==> src/rtl/s2neuron_pkg.sv <==
// Shared definitions for the s2neuron sequencer: FSM state codes, counter widths
// and per-lane helpers on the packed N*DW result vector.
package s2neuron_pkg;
   localparam int DW          = 32;
   localparam int N_DEF       = 8;
   localparam int S_DEF       = 8;
   localparam int MAC_LAT_DEF = 1;

   // Counters are at least one bit wide so S=1 / MAC_LAT=1 builds stay legal.
   function automatic int cnt_w(input int range);
      return (range > 1) ? $clog2(range) : 1;
   endfunction

   localparam int STEP_W = cnt_w(S_DEF);
   localparam int LAT_W  = cnt_w(MAC_LAT_DEF + 1);

   localparam logic [2:0] ST_IDLE  = 3'd0;
   localparam logic [2:0] ST_CLEAR = 3'd1;
   localparam logic [2:0] ST_ACCUM = 3'd2;
   localparam logic [2:0] ST_DRAIN = 3'd3;
   localparam logic [2:0] ST_OUT   = 3'd4;

   function automatic int lane_lo(input int lane);
      return lane * DW;
   endfunction

   function automatic logic [DW-1:0] relu_word(input logic [DW-1:0] w);
      return w[DW-1] ? '0 : w;
   endfunction
endpackage

==> src/rtl/s2neuron_seq_if.sv <==
// Handshake and MAC-side bus between the s2neuron sequencer and its neighbours.
// slave = sequencer side, master = the upstream/MAC/downstream environment.
interface s2neuron_seq_if #(
   parameter int N = s2neuron_pkg::N_DEF,
   parameter int S = s2neuron_pkg::S_DEF
);
   import s2neuron_pkg::*;

   localparam int SW = cnt_w(S);

   logic [DW-1:0]   h_in;
   logic            h_valid;
   logic            h_ready;
   logic [DW-1:0]   mac_h;
   logic            mac_clr;
   logic [SW-1:0]   w_addr;
   logic [N*DW-1:0] y_in;
   logic [N*DW-1:0] y_out;
   logic            y_valid;
   logic            y_ready;
   logic            busy;

   modport slave (
      input  h_in, h_valid, y_in, y_ready,
      output h_ready, mac_h, mac_clr, w_addr, y_out, y_valid, busy
   );

   modport master (
      output h_in, h_valid, y_in, y_ready,
      input  h_ready, mac_h, mac_clr, w_addr, y_out, y_valid, busy
   );
endinterface

==> src/rtl/s2neuron_relu.sv <==
// Per-lane ReLU on signed two's-complement words; purely combinational, no latency.
module s2neuron_relu
   import s2neuron_pkg::*;
#(
   parameter int N = N_DEF
) (
   input  logic [N*DW-1:0] y_i,
   output logic [N*DW-1:0] y_o
);
   for (genvar g = 0; g < N; g++) begin : g_lane
      localparam int LO = lane_lo(g);
      assign y_o[LO +: DW] = relu_word(y_i[LO +: DW]);
   end
endmodule

==> src/rtl/s2neuron_seq.sv <==
// s2neuron_seq: streams S activation beats onto the shared H bus, then captures the drained
// lane sums and offers them downstream. Define S2NEURON_SEQ_RELU_EN to apply ReLU at capture.
module s2neuron_seq
   import s2neuron_pkg::*;
#(
   parameter int N       = N_DEF,
   parameter int S       = S_DEF,
   parameter int MAC_LAT = MAC_LAT_DEF
) (
   input  logic           clk,
   input  logic           rst_n,
   s2neuron_seq_if.slave  sq
);
   localparam int STEP_BITS = cnt_w(S);
   localparam int LAT_BITS  = cnt_w(MAC_LAT + 1);
   localparam logic [STEP_BITS-1:0] STEP_LAST = STEP_BITS'(S - 1);
   localparam logic [LAT_BITS-1:0]  LAT_LAST  = LAT_BITS'(MAC_LAT - 1);

   logic [2:0]           state_q, state_d;
   logic [STEP_BITS-1:0] step_q, step_d;
   logic [STEP_BITS-1:0] waddr_q, waddr_d;
   logic [LAT_BITS-1:0]  lat_q, lat_d;
   logic [N*DW-1:0]      y_q, y_d;
   logic                 yv_q, yv_d;
   logic [N*DW-1:0]      cap_y;

`ifdef S2NEURON_SEQ_RELU_EN
   s2neuron_relu #(.N(N)) u_relu (
      .y_i (sq.y_in),
      .y_o (cap_y)
   );
`else
   assign cap_y = sq.y_in;
`endif

   always_comb begin
      state_d    = state_q;
      step_d     = step_q;
      waddr_d    = waddr_q;
      lat_d      = lat_q;
      y_d        = y_q;
      yv_d       = yv_q;
      sq.h_ready = 1'b0;
      sq.mac_h   = '0;
      sq.mac_clr = 1'b0;
      sq.w_addr  = waddr_q;
      case (state_q)
         ST_IDLE: begin
            if (sq.h_valid) state_d = ST_CLEAR;
         end
         ST_CLEAR: begin
            sq.mac_clr = 1'b1;
            step_d     = '0;
            state_d    = ST_ACCUM;
         end
         ST_ACCUM: begin
            sq.h_ready = 1'b1;
            // Bubbles drive zero on H, so every lane accumulates nothing that cycle.
            if (sq.h_valid) begin
               sq.mac_h  = sq.h_in;
               sq.w_addr = step_q;
               waddr_d   = step_q;
               if (step_q == STEP_LAST) begin
                  lat_d   = '0;
                  state_d = ST_DRAIN;
               end else begin
                  step_d = step_q + STEP_BITS'(1);
               end
            end
         end
         ST_DRAIN: begin
            lat_d = lat_q + LAT_BITS'(1);
            if (lat_q == LAT_LAST) begin
               y_d     = cap_y;
               yv_d    = 1'b1;
               state_d = ST_OUT;
            end
         end
         ST_OUT: begin
            if (sq.y_ready) begin
               yv_d    = 1'b0;
               state_d = ST_IDLE;
            end
         end
         default: state_d = ST_IDLE;
      endcase
   end

   always_ff @(posedge clk or negedge rst_n) begin
      if (!rst_n) begin
         state_q <= ST_IDLE;
         step_q  <= '0;
         waddr_q <= '0;
         lat_q   <= '0;
         y_q     <= '0;
         yv_q    <= 1'b0;
      end else begin
         state_q <= state_d;
         step_q  <= step_d;
         waddr_q <= waddr_d;
         lat_q   <= lat_d;
         y_q     <= y_d;
         yv_q    <= yv_d;
      end
   end

   assign sq.y_out   = y_q;
   assign sq.y_valid = yv_q;
   assign sq.busy    = (state_q != ST_IDLE);
endmodule

==> src/flat_wrapper.sv <==
// flat-port wrapper written by rule: the top's interface ports become plain ports
module s2neuron_seq_flat import s2neuron_pkg::*;
#(
   parameter int N       = N_DEF,
   parameter int S       = S_DEF,
   parameter int MAC_LAT = MAC_LAT_DEF
)
  (clk, rst_n, sq_h_in, sq_h_valid, sq_y_in, sq_y_ready, sq_h_ready, sq_mac_h, sq_mac_clr, sq_w_addr, sq_y_out, sq_y_valid, sq_busy);
  s2neuron_seq_if #(.N(N), .S(S)) sq_i ();
  input  logic clk;
  input  logic rst_n;
  input wire logic [$bits(sq_i.h_in)-1:0] sq_h_in;
  input wire logic [$bits(sq_i.h_valid)-1:0] sq_h_valid;
  input wire logic [$bits(sq_i.y_in)-1:0] sq_y_in;
  input wire logic [$bits(sq_i.y_ready)-1:0] sq_y_ready;
  output wire logic [$bits(sq_i.h_ready)-1:0] sq_h_ready;
  output wire logic [$bits(sq_i.mac_h)-1:0] sq_mac_h;
  output wire logic [$bits(sq_i.mac_clr)-1:0] sq_mac_clr;
  output wire logic [$bits(sq_i.w_addr)-1:0] sq_w_addr;
  output wire logic [$bits(sq_i.y_out)-1:0] sq_y_out;
  output wire logic [$bits(sq_i.y_valid)-1:0] sq_y_valid;
  output wire logic [$bits(sq_i.busy)-1:0] sq_busy;
  assign sq_i.h_in = sq_h_in;
  assign sq_i.h_valid = sq_h_valid;
  assign sq_i.y_in = sq_y_in;
  assign sq_i.y_ready = sq_y_ready;
  assign sq_h_ready = sq_i.h_ready;
  assign sq_mac_h = sq_i.mac_h;
  assign sq_mac_clr = sq_i.mac_clr;
  assign sq_w_addr = sq_i.w_addr;
  assign sq_y_out = sq_i.y_out;
  assign sq_y_valid = sq_i.y_valid;
  assign sq_busy = sq_i.busy;
  s2neuron_seq #(.N(N), .S(S), .MAC_LAT(MAC_LAT)) u_core (.clk(clk), .rst_n(rst_n), .sq(sq_i));
endmodule
==> config.mk <==
export PLATFORM = sky130hd
export DESIGN_NAME = s2neuron_seq_flat
export DESIGN_NICKNAME = d
export VERILOG_FILES = /design/src/rtl/s2neuron_pkg.sv /design/src/rtl/s2neuron_seq_if.sv /design/src/rtl/s2neuron_relu.sv /design/src/rtl/s2neuron_seq.sv /design/src/flat_wrapper.sv
export SDC_FILE = /design/constraint.sdc
export NUM_CORES = 1
export LEC_CHECK = 0
export BUFFER_PORTS_ARGS = -buffer_cell sky130_fd_sc_hd__buf_4
export CAP_MARGIN = 20
export CELL_PAD_IN_SITES_DETAIL_PLACEMENT = 1
export CELL_PAD_IN_SITES_GLOBAL_PLACEMENT = 2
export CORE_AREA = 5 5 223 225
export DETAILED_ROUTE_END_ITERATION = 10
export DIE_AREA = 0 0 228 230
export PLACE_DENSITY_LB_ADDON = 0.05
export SETUP_SLACK_MARGIN = 0.05
export SLEW_MARGIN = 10
export SYNTH_ARGS = -nofsm -noshare
export SYNTH_HDL_FRONTEND = slang
export SYNTH_SLANG_ARGS = --single-unit
==> constraint.sdc <==
create_clock -name clk -period 2 [get_ports clk]
set_clock_uncertainty 0.1 [all_clocks]
set_input_delay 0.4 -clock clk [delete_from_list [all_inputs] [get_ports clk]]
set_output_delay 0.4 -clock clk [all_outputs]
set_load 0.03 [all_outputs]
==> results.json, run 1 <==
{
  "yosys.area.top_type_share": 0.646,
  "arrival_ns": 1.81,
  "violations": "setup timing",
  "comb_power_share": 0.579,
  "cts_tree": "yes",
  "final-max-slew-violation-count": 0,
  "fp.coreArea_mm2": 0.0473,
  "hpwl_mm": 33.6,
  "die_w_um": 228,
  "crit_type": "register to output port",
  "synth-seq-area-share": 0.646,
  "grt_pass1_vias": 10300,
  "antenna_left": 0,
  "cts.sinks": 267,
  "postLayoutSetupSlackWorst_ns": -0.308,
  "wire_per_inst_um": 22.3,
  "ys_ff_latch": 267,
  "areaGrowthSynthToFinish_pct": 110,
  "place_congestion": 0.738,
  "synthArstFlopShare": 1.00,
  "syn_inst": 629,
  "hp-class": "primary input to register",
  "clockBufferDepth": 3,
  "grt_pass1_wl_mm": 68.1,
  "synth.distinct_cells": 27,
  "wl_mm": 49.3,
  "setup_viol": 185,
  "maxSlewHeadroom": 0.707,
  "min_period_ns": 2.31,
  "crit_chain": "nand2b_4, nor2_4, buf_6, mux2_4, buf_6",
  "finalHoldViolations": 0,
  "die_y_um": 230,
  "row_count": 80,
  "status": "finished, violations left",
  "initial_utilization": 0.218,
  "final_nets": 1863,
  "cts_root_buffer": "clkbuf_16",
  "hold_ws_ns": 0.106,
  "p_leak_nw": 10.5,
  "avgViaCountPerCell": 4.09,
  "synth_edf_count": 0,
  "worstSetupEndpointType": "output port",
  "worstSetupStartpointType": "register",
  "worst_pin_slew_ns": 0.439,
  "drc_errors": 0,
  "peakVddDrop_mv": 0.777,
  "first_pass_iters": 4,
  "drt-initial-drc-count": 323,
  "dieArea_mm2": 0.0524,
  "p_int_mw": 22.7,
  "htreeDepth": 2,
  "vias": 9045,
  "numCtsBuffers": 36,
  "num-fill-cells": 4836,
  "clk_pin_slew_ns": 0.06,
  "cp_max_fo": 5,
  "p_clk_frac": 0.161,
  "crit_path_top_delay_cell": "dfrtp_1",
  "crit_path_frequent_cell": "buf_6",
  "portBuffers": 586,
  "fmax_mhz": 433,
  "crit_buf_inv": 2,
  "synth_top_area_cell": "dfrtp_1",
  "ys_warn_count": 0,
  "p_switching_mw": 15.0,
  "crit_required_ns": 1.50,
  "crit_family": "flip-flops",
  "syn_area_mm2": 0.0103,
  "synth_flop_cell": "dfrtp_1",
  "syn_area_per_cell_um2": 16.4,
  "synth_nets": 923,
  "p_per_area_mw_per_mm2": 1730,
  "p_sw_frac": 0.398,
  "clkLatencyLatePin_ns": 0.52,
  "io_pins": 587,
  "synth.area.top_cells": "dfrtp_1, mux2_1, mux2_2",
  "rsz0062_at_grt": "yes",
  "finalCritPeriodShare": 1.15,
  "p_seq_frac": 0.260,
  "dp_slack_ns": 0.0214,
  "grt_max_degree": 63,
  "grt_overflow": 0,
  "drv_cap": 0,
  "cpPeakStageDelay_ns": 0.41,
  "antenna_found_initial": 5,
  "grt_usage": 0.169,
  "final_layout_size_suffix_gt1_frac": 0.645
}
## what timing repair did
action	in CTS	in global routing
setup buffers	21	15
endpoints found under the setup margin	107	293
pin swaps	1	1
hold buffers	257	0
gates resized for setup	193	177
gates cloned	12	21
hold endpoints to repair	291	0
## cells in the final DEF (no fill, tap or decap), drive strengths merged, types with 3 or more instances in the layout
| cell | count |
|---|---|
| dfrtp | 267 |
| clkbuf | 67 |
| diode | 5 |
| nand2b | 4 |
| dlygate4sd3 | 257 |
| and2 | 32 |
| inv | 4 |
| nand2 | 4 |
| o21ai | 5 |
| buf | 661 |
| nor2 | 3 |
| mux2 | 259 |
| clkinv | 7 |
## registers in the layout, summed over array words and instances (netlist names)
name,count
u_core.step_q,3
u_core.state_q,3
u_core.waddr_q,3
u_core.sq.y_out,256
u_core.lat_q,1
u_core.sq.y_valid,1
## Yosys cell counts (2+ instances only)
| cell | instances |
|---|---|
| and2_1 | 32 |
| nor2_1 | 3 |
| nor3_1 | 2 |
| buf_2 | 3 |
| mux2_1 | 200 |
| clkbuf_1 | 4 |
| mux2i_1 | 2 |
| nand2b_1 | 4 |
| buf_4 | 5 |
| nand2_1 | 4 |
| o21ai_0 | 5 |
| nor2b_1 | 2 |
| mux2_2 | 59 |
| buf_6 | 20 |
| dfrtp_1 | 267 |
| nand3_1 | 2 |
| inv_1 | 4 |
| ha_1 | 2 |
## per-stage QoR
stage | instance area (um2) | setup TNS [ns] | power (mW) | util | cells
CTS | 20700 | -15.48 | 35.7 | 0.436 | 2181
floorplan | 10400 | 0 | 19.0 | - | 629
global route | 21700 | -29.76 | 39.4 | 0.459 | 2209
finish | 21700 | -14.78 | 37.7 | 0.459 | 2210
detailed placement | 15700 | 0 | 26.4 | 0.332 | 1832
global placement | 15700 | 0 | 26.2 | 0.332 | 1832
## layer usage
metal,part of all wire,vias up,global-route usage,wire [um]
li1,-,4101,-,-
met1,0.40,4548,0.193,19700
met2,0.50,338,0.297,24700
met3,0.078,58,0.0648,3850
met4,0.021,0,0.0476,1050
met5,0,-,0,0
## kinds of logic (layout without fill, tap and decap cells)
logic type	Yosys count	count (layout)	synth area share
buffers and inverters	36	997	0.0298
AND/OR/NAND/NOR	55	55	0.0330
flip-flops	267	267	0.646
AO/OA/AOI/OAI	8	8	0.00448
adder cells (fa/ha/maj)	2	2	0.00242
multiplexers	261	261	0.284
other	0	5	0
## power by group through the flow
stage / registers, mW / logic [mW] / clock network, mW
after global routing: 10.1 / 22.8 / 6.54
after CTS: 9.67 / 19.7 / 6.33
after detailed placement: 9.65 / 16.8 / 0
after floorplan: 14.8 / 4.19 / 0
final: 9.78 / 21.8 / 6.07
after global placement: 9.54 / 16.7 / 0
## final timing paths
path / slack [ns] / cells past startpoint / from / endpoint
setup reg to reg: -0.10 / 9 / u_core.state_q[0] / u_core.sq.y_out[160]
max in group asynchronous: 0.75 / 3 / rst_n / u_core.sq.y_out[98]
hold reg to reg: 0.41 / 1 / u_core.waddr_q[0] / u_core.waddr_q[0]
min in group asynchronous: 0.27 / 2 / rst_n / u_core.sq.y_out[140]
hold / removal: 0.11 / 3 / sq_y_ready / u_core.state_q[2]
setup / recovery: -0.31 / 5 / u_core.state_q[0] / sq_w_addr[2]
## worst reg2reg max path, stage by stage, from the launching register on
cell,delay (ns)
dfrtp_1,0.40
buf_6,0.12
buf_6,0.09
buf_6,0.09
nor3b_4,0.26
buf_6,0.19
buf_16,0.16
buf_12,0.13
buf_16,0.14
mux2_4,0.30
## layout make-up
| cell class | instances | area (um2) | share of cell area |
|---|---|---|---|
| Antenna cell | 5 | 12.5 | 0.000576 |
| Clock buffer | 51 | 1040 | 0.0478 |
| Clock inverter | 8 | 53.8 | 0.00248 |
| Inverter | 4 | 15.0 | 0.000691 |
| Multi-Input combinational cell | 326 | 4390 | 0.202 |
| Sequential cell | 267 | 6680 | 0.307 |
| Tap cell | 615 | 769 | 0.0354 |
| Timing Repair Buffer | 934 | 8770 | 0.404 |
Note: power is estimated with default switching activity, not from simulation.
==> run 2: changes to the inputs <==
--- a/config.mk
+++ b/config.mk
@@ -13,7 +13,7 @@
 export DETAILED_ROUTE_END_ITERATION = 10
 export DIE_AREA = 0 0 228 230
 export PLACE_DENSITY_LB_ADDON = 0.05
-export SETUP_SLACK_MARGIN = 0.05
+export SETUP_SLACK_MARGIN = 0.02
 export SLEW_MARGIN = 10
 export SYNTH_ARGS = -nofsm -noshare
 export SYNTH_HDL_FRONTEND = slang
==> results.json, run 2 (synthesis gave the netlist of run 1 again) <==
{
  "clk_pin_slew_ns": 0.05,
  "peakVddDrop_mv": 1.16,
  "hpwl_mm": 33.4,
  "row_count": 80,
  "portBuffers": 586,
  "drc_errors": 0,
  "io_pins": 587,
  "violations": "setup timing",
  "numCtsBuffers": 36,
  "first_pass_iters": 4,
  "seqCellArea_mm2": 0.00668,
  "final_cell_area_mm2": 0.0213,
  "drv_cap": 0,
  "cpPeakStageDelay_ns": 0.40,
  "fp.coreArea_mm2": 0.0473,
  "final_layout_size_suffix_gt1_frac": 0.610,
  "grt_pass1_vias": 9986,
  "final_cell_mix": "buf_4, dfrtp_1, dlygate4sd3_1, mux2_4, clkbuf_16",
  "tns_ns": -64.09,
  "worstSetupStartpointType": "register",
  "final_nets": 1855,
  "crit_type": "register to output port",
  "dieArea_mm2": 0.0524,
  "maxSlewHeadroom": 0.639,
  "die_w_um": 228,
  "min_period_ns": 2.33,
  "rsz0062_at_grt": "yes",
  "antenna_found_initial": 3,
  "areaGrowthSynthToFinish_pct": 106,
  "power.total_mw": 36.8,
  "p_per_area_mw_per_mm2": 1730,
  "worstSetupEndpointType": "output port",
  "num-fill-cells": 4838,
  "clkLatencyLatePin_ns": 0.52,
  "avgViaCountPerCell": 4.09,
  "htreeDepth": 2,
  "crit_buf_inv": 2,
  "cts.sinks": 267,
  "placed_cell_area_mm2": 0.0157,
  "grt_overflow": 0,
  "final_common_cell": "buf_4",
  "cts_root_buffer": "clkbuf_16",
  "crit_chain": "nand2b_4, nor2_4, buf_6, mux2_4, buf_6",
  "final-max-slew-violation-count": 0,
  "grt_max_degree": 58,
  "crit_required_ns": 1.50,
  "vias": 8999,
  "crit_path_top_delay_cell": "dfrtp_1",
  "dp_slack_ns": 0.0477,
  "drt-initial-drc-count": 263,
  "crit_path_frequent_cell": "buf_6",
  "place_congestion": 0.724,
  "p_leak_nw": 10.2,
  "grt_usage": 0.162,
  "placed_cells": 1832,
  "cts_tree": "yes",
  "postLayoutSetupSlackWorst_ns": -0.334,
  "die_y_um": 230,
  "clockBufferDepth": 3,
  "cp_max_fo": 5,
  "layoutNonFillerInstCount": 2201,
  "crit_family": "flip-flops",
  "status": "finished, violations left",
  "initial_utilization": 0.218,
  "fmax_mhz": 428,
  "finalCritPeriodShare": 1.17,
  "multiInputGateArea_mm2": 0.00411,
  "finalHoldViolations": 0,
  "antenna_left": 0,
  "setup_viol": 295,
  "grt_pass1_wl_mm": 65.5,
  "wire_per_inst_um": 22.1,
  "wl_mm": 48.6,
  "arrival_ns": 1.83,
  "largest_reg_flops": 256,
  "hp-class": "primary input to register",
  "worst_pin_slew_ns": 0.542
}
## run 2: path summary, 6_finish.rpt
check | endpoint | from | slack (ns) | cells after the start
worst min-delay path | u_core.sq.y_valid | sq_y_ready | 0.10 | 4
worst min register to register | u_core.sq.y_out[19] | u_core.sq.y_out[19] | 0.38 | 1
worst max register to register | u_core.sq.y_out[213] | u_core.state_q[0] | -0.32 | 10
max in group asynchronous | u_core.sq.y_out[170] | rst_n | 0.82 | 3
worst max-delay path | sq_w_addr[0] | u_core.state_q[0] | -0.33 | 5
min in group asynchronous | u_core.sq.y_out[150] | rst_n | 0.34 | 2
## run 2: area by class of cell
class / count / area share
clock buffer: 48 / 0.0464
antenna: 3 / 0.000353
inverter: 4 / 0.000706
multi-input combinational: 326 / 0.193
timing repair buffer: 926 / 0.402
tap: 615 / 0.0362
clock inverter: 12 / 0.00735
sequential: 267 / 0.314
## run 2: routing by layer
metal	vias up	track usage	share of wire
li1	4071	-	-
met1	4517	0.184	0.40
met2	348	0.282	0.50
met3	63	0.0639	0.081
met4	0	0.0476	0.023
met5	-	0	0
## run 2: worst register-to-register path, stage by stage (launching register included)
cell and delay [ns]:
dfrtp_1 0.38, buf_4 0.13, buf_6 0.08, buf_6 0.09, buf_6 0.10, buf_6 0.10
nor3b_4 0.30, buf_6 0.18, buf_12 0.15, buf_16 0.21, mux2_2 0.38
## run 2: through the flow
step,util,hold WS [ns]
6_report,0.449,0.103
5_1_grt,0.449,0.0940
4_1_cts,0.414,0.0690
3_5_place_dp,0.331,0.301
3_3_place_gp,0.331,0.312
2_1_floorplan,-,0.00441
## run 2: timing repair
| action | in CTS | in global routing |
|---|---|---|
| buffers inserted | 4 | 19 |
| gates resized for setup | 55 | 237 |
| endpoints found under the setup margin | 38 | 293 |
| hold buffers | 257 | 0 |
| pin swaps | 3 | 2 |
| endpoints found under the hold margin | 299 | 0 |
| gates cloned | 0 | 29 |
## run 2: where the power goes
part	internal [mW]	total (mW)	switching, mW
combinational	9.91	20.6	10.7
sequential	8.19	9.75	1.56
clock	3.85	6.37	2.52
total	21.9	36.8	14.8
==> run 3: changes to the inputs <==
--- a/config.mk
+++ b/config.mk
@@ -18,3 +18,4 @@
 export SYNTH_ARGS = -nofsm -noshare
 export SYNTH_HDL_FRONTEND = slang
 export SYNTH_SLANG_ARGS = --single-unit
+export TNS_END_PERCENT = 10
==> results.json, run 3 (synthesis gave the netlist of run 1 again) <==
{
  "drt-initial-drc-count": 193,
  "numCtsBuffers": 36,
  "vias": 8682,
  "finalCritPeriodShare": 1.15,
  "p_int_mw": 19.2,
  "clkLatencyLatePin_ns": 0.53,
  "grt_max_degree": 58,
  "worstSetupEndpointType": "output port",
  "grt_overflow": 0,
  "placed_cell_area_mm2": 0.0157,
  "final_common_cell": "buf_4",
  "io_pins": 587,
  "avgViaCountPerCell": 4.03,
  "grt_pass1_wl_mm": 65.3,
  "maxSlewHeadroom": 0.641,
  "cts.sinks": 267,
  "crit_type": "register to output port",
  "p_sw_frac": 0.420,
  "layoutNonFillerInstCount": 2155,
  "rsz0062_at_grt": "yes",
  "grt_pass1_vias": 9962,
  "areaGrowthSynthToFinish_pct": 90.3,
  "final_cell_mix": "buf_4, dfrtp_1, dlygate4sd3_1, mux2_1, mux2_2",
  "antenna_found_initial": 3,
  "final_layout_size_suffix_gt1_frac": 0.496,
  "peakVddDrop_mv": 1.15,
  "initial_utilization": 0.218,
  "grt_usage": 0.161,
  "antenna_left": 0,
  "worstSetupStartpointType": "register",
  "power.total_mw": 33.1,
  "clockBufferDepth": 3,
  "p_switching_mw": 13.9,
  "status": "finished, violations left",
  "final-max-slew-violation-count": 0,
  "cts_root_buffer": "clkbuf_16",
  "crit_required_ns": 1.50,
  "hpwl_mm": 33.4,
  "min_period_ns": 2.30,
  "placed_cells": 1832,
  "first_pass_iters": 4,
  "multiInputGateArea_mm2": 0.00345,
  "hp-class": "primary input to register",
  "fp.coreArea_mm2": 0.0473,
  "arrival_ns": 1.80,
  "num-fill-cells": 4965,
  "worst_pin_slew_ns": 0.539,
  "final_cell_area_mm2": 0.0197,
  "cp_max_fo": 5,
  "drv_cap": 0,
  "p_clk_frac": 0.192,
  "wire_per_inst_um": 20.3,
  "htreeDepth": 2,
  "p_per_area_mw_per_mm2": 1680,
  "drc_errors": 0,
  "postLayoutSetupSlackWorst_ns": -0.304,
  "place_congestion": 0.724,
  "finalHoldViolations": 0,
  "comb_power_share": 0.519,
  "die_w_um": 228,
  "p_leak_nw": 9.32,
  "fmax_mhz": 434,
  "wl_mm": 43.7,
  "violations": "setup timing",
  "clk_pin_slew_ns": 0.05,
  "dp_slack_ns": 0.0477,
  "largest_reg_flops": 256,
  "cts_tree": "yes",
  "dieArea_mm2": 0.0524,
  "p_seq_frac": 0.289,
  "row_count": 80,
  "setup_viol": 204,
  "portBuffers": 586,
  "final_nets": 1809,
  "die_y_um": 230,
  "seqCellArea_mm2": 0.00668
}
==> run 3: changes by cell type in the layout (fill, tap and decap cells not counted), sizes merged <==
cell,change
buf,-29
clkbuf,-17
==> run 3: timing repair <==
item	in CTS	in global routing
hold endpoints to repair	299	0
gates resized for setup	49	23
pin swaps	1	19
buffers inserted	0	2
endpoints found under the setup margin	38	42
hold buffers	257	0
gates cloned	0	1
==> run 3: routing by layer <==
layer | up-vias | global-route usage | routed length, um
met4 | 0 | 0.0476 | 1080
met1 | 4314 | 0.184 | 17000
met3 | 59 | 0.0637 | 3790
li1 | 3971 | - | -
met2 | 338 | 0.281 | 21900
met5 | - | 0 | 0
==> run 3: per-stage QoR <==
step           hold WS (ns)   util  setup TNS, ns
2_1_floorplan       0.00441      -              0
3_3_place_gp          0.312  0.331              0
3_5_place_dp          0.301  0.331              0
4_1_cts              0.0691  0.413         -12.62
5_1_grt              0.0919  0.416         -48.94
6_report              0.103  0.416         -13.76
==> run 3: critical path: stages, from the launching register on <==
cell and delay, ns:
dfrtp_1 0.37, nand2b_4 0.16, nor2_4 0.12, buf_6 0.15, mux2_4 0.33, buf_6 0.15
==> run 3: worst paths after layout <==
path | startpoint | end | slack [ns] | depth (start not counted)
hold reg to reg | u_core.sq.y_out[19] | u_core.sq.y_out[19] | 0.38 | 1
min in group asynchronous | rst_n | u_core.sq.y_out[150] | 0.34 | 2
setup / recovery | u_core.state_q[2] | sq_w_addr[0] | -0.30 | 5
setup reg to reg | u_core.state_q[2] | u_core.sq.y_out[11] | -0.06 | 7
max in group asynchronous | rst_n | u_core.sq.y_out[170] | 0.81 | 3
hold / removal | sq_y_ready | u_core.sq.y_valid | 0.10 | 4
==> run 3: area by class of cell <==
cell class                      instances  share of cell area
Timing Repair Buffer                  880               0.387
Sequential cell                       267               0.340
Multi-Input combinational cell        326               0.175
Clock buffer                           48              0.0501
Tap cell                              615              0.0391
Clock inverter                         12             0.00795
Inverter                                4            0.000763
Antenna cell                            3            0.000382
==> run 3: power groups by stage <==
stage               Sequential (mW)  Combinational (mW)  Clock, mW
floorplan                      14.8                4.15          0
global placement               9.56                16.5          0
detailed placement             9.66                16.6          0
CTS                            9.62                17.3       6.64
global route                   9.94                18.1       6.84
finish                         9.58                17.2       6.36
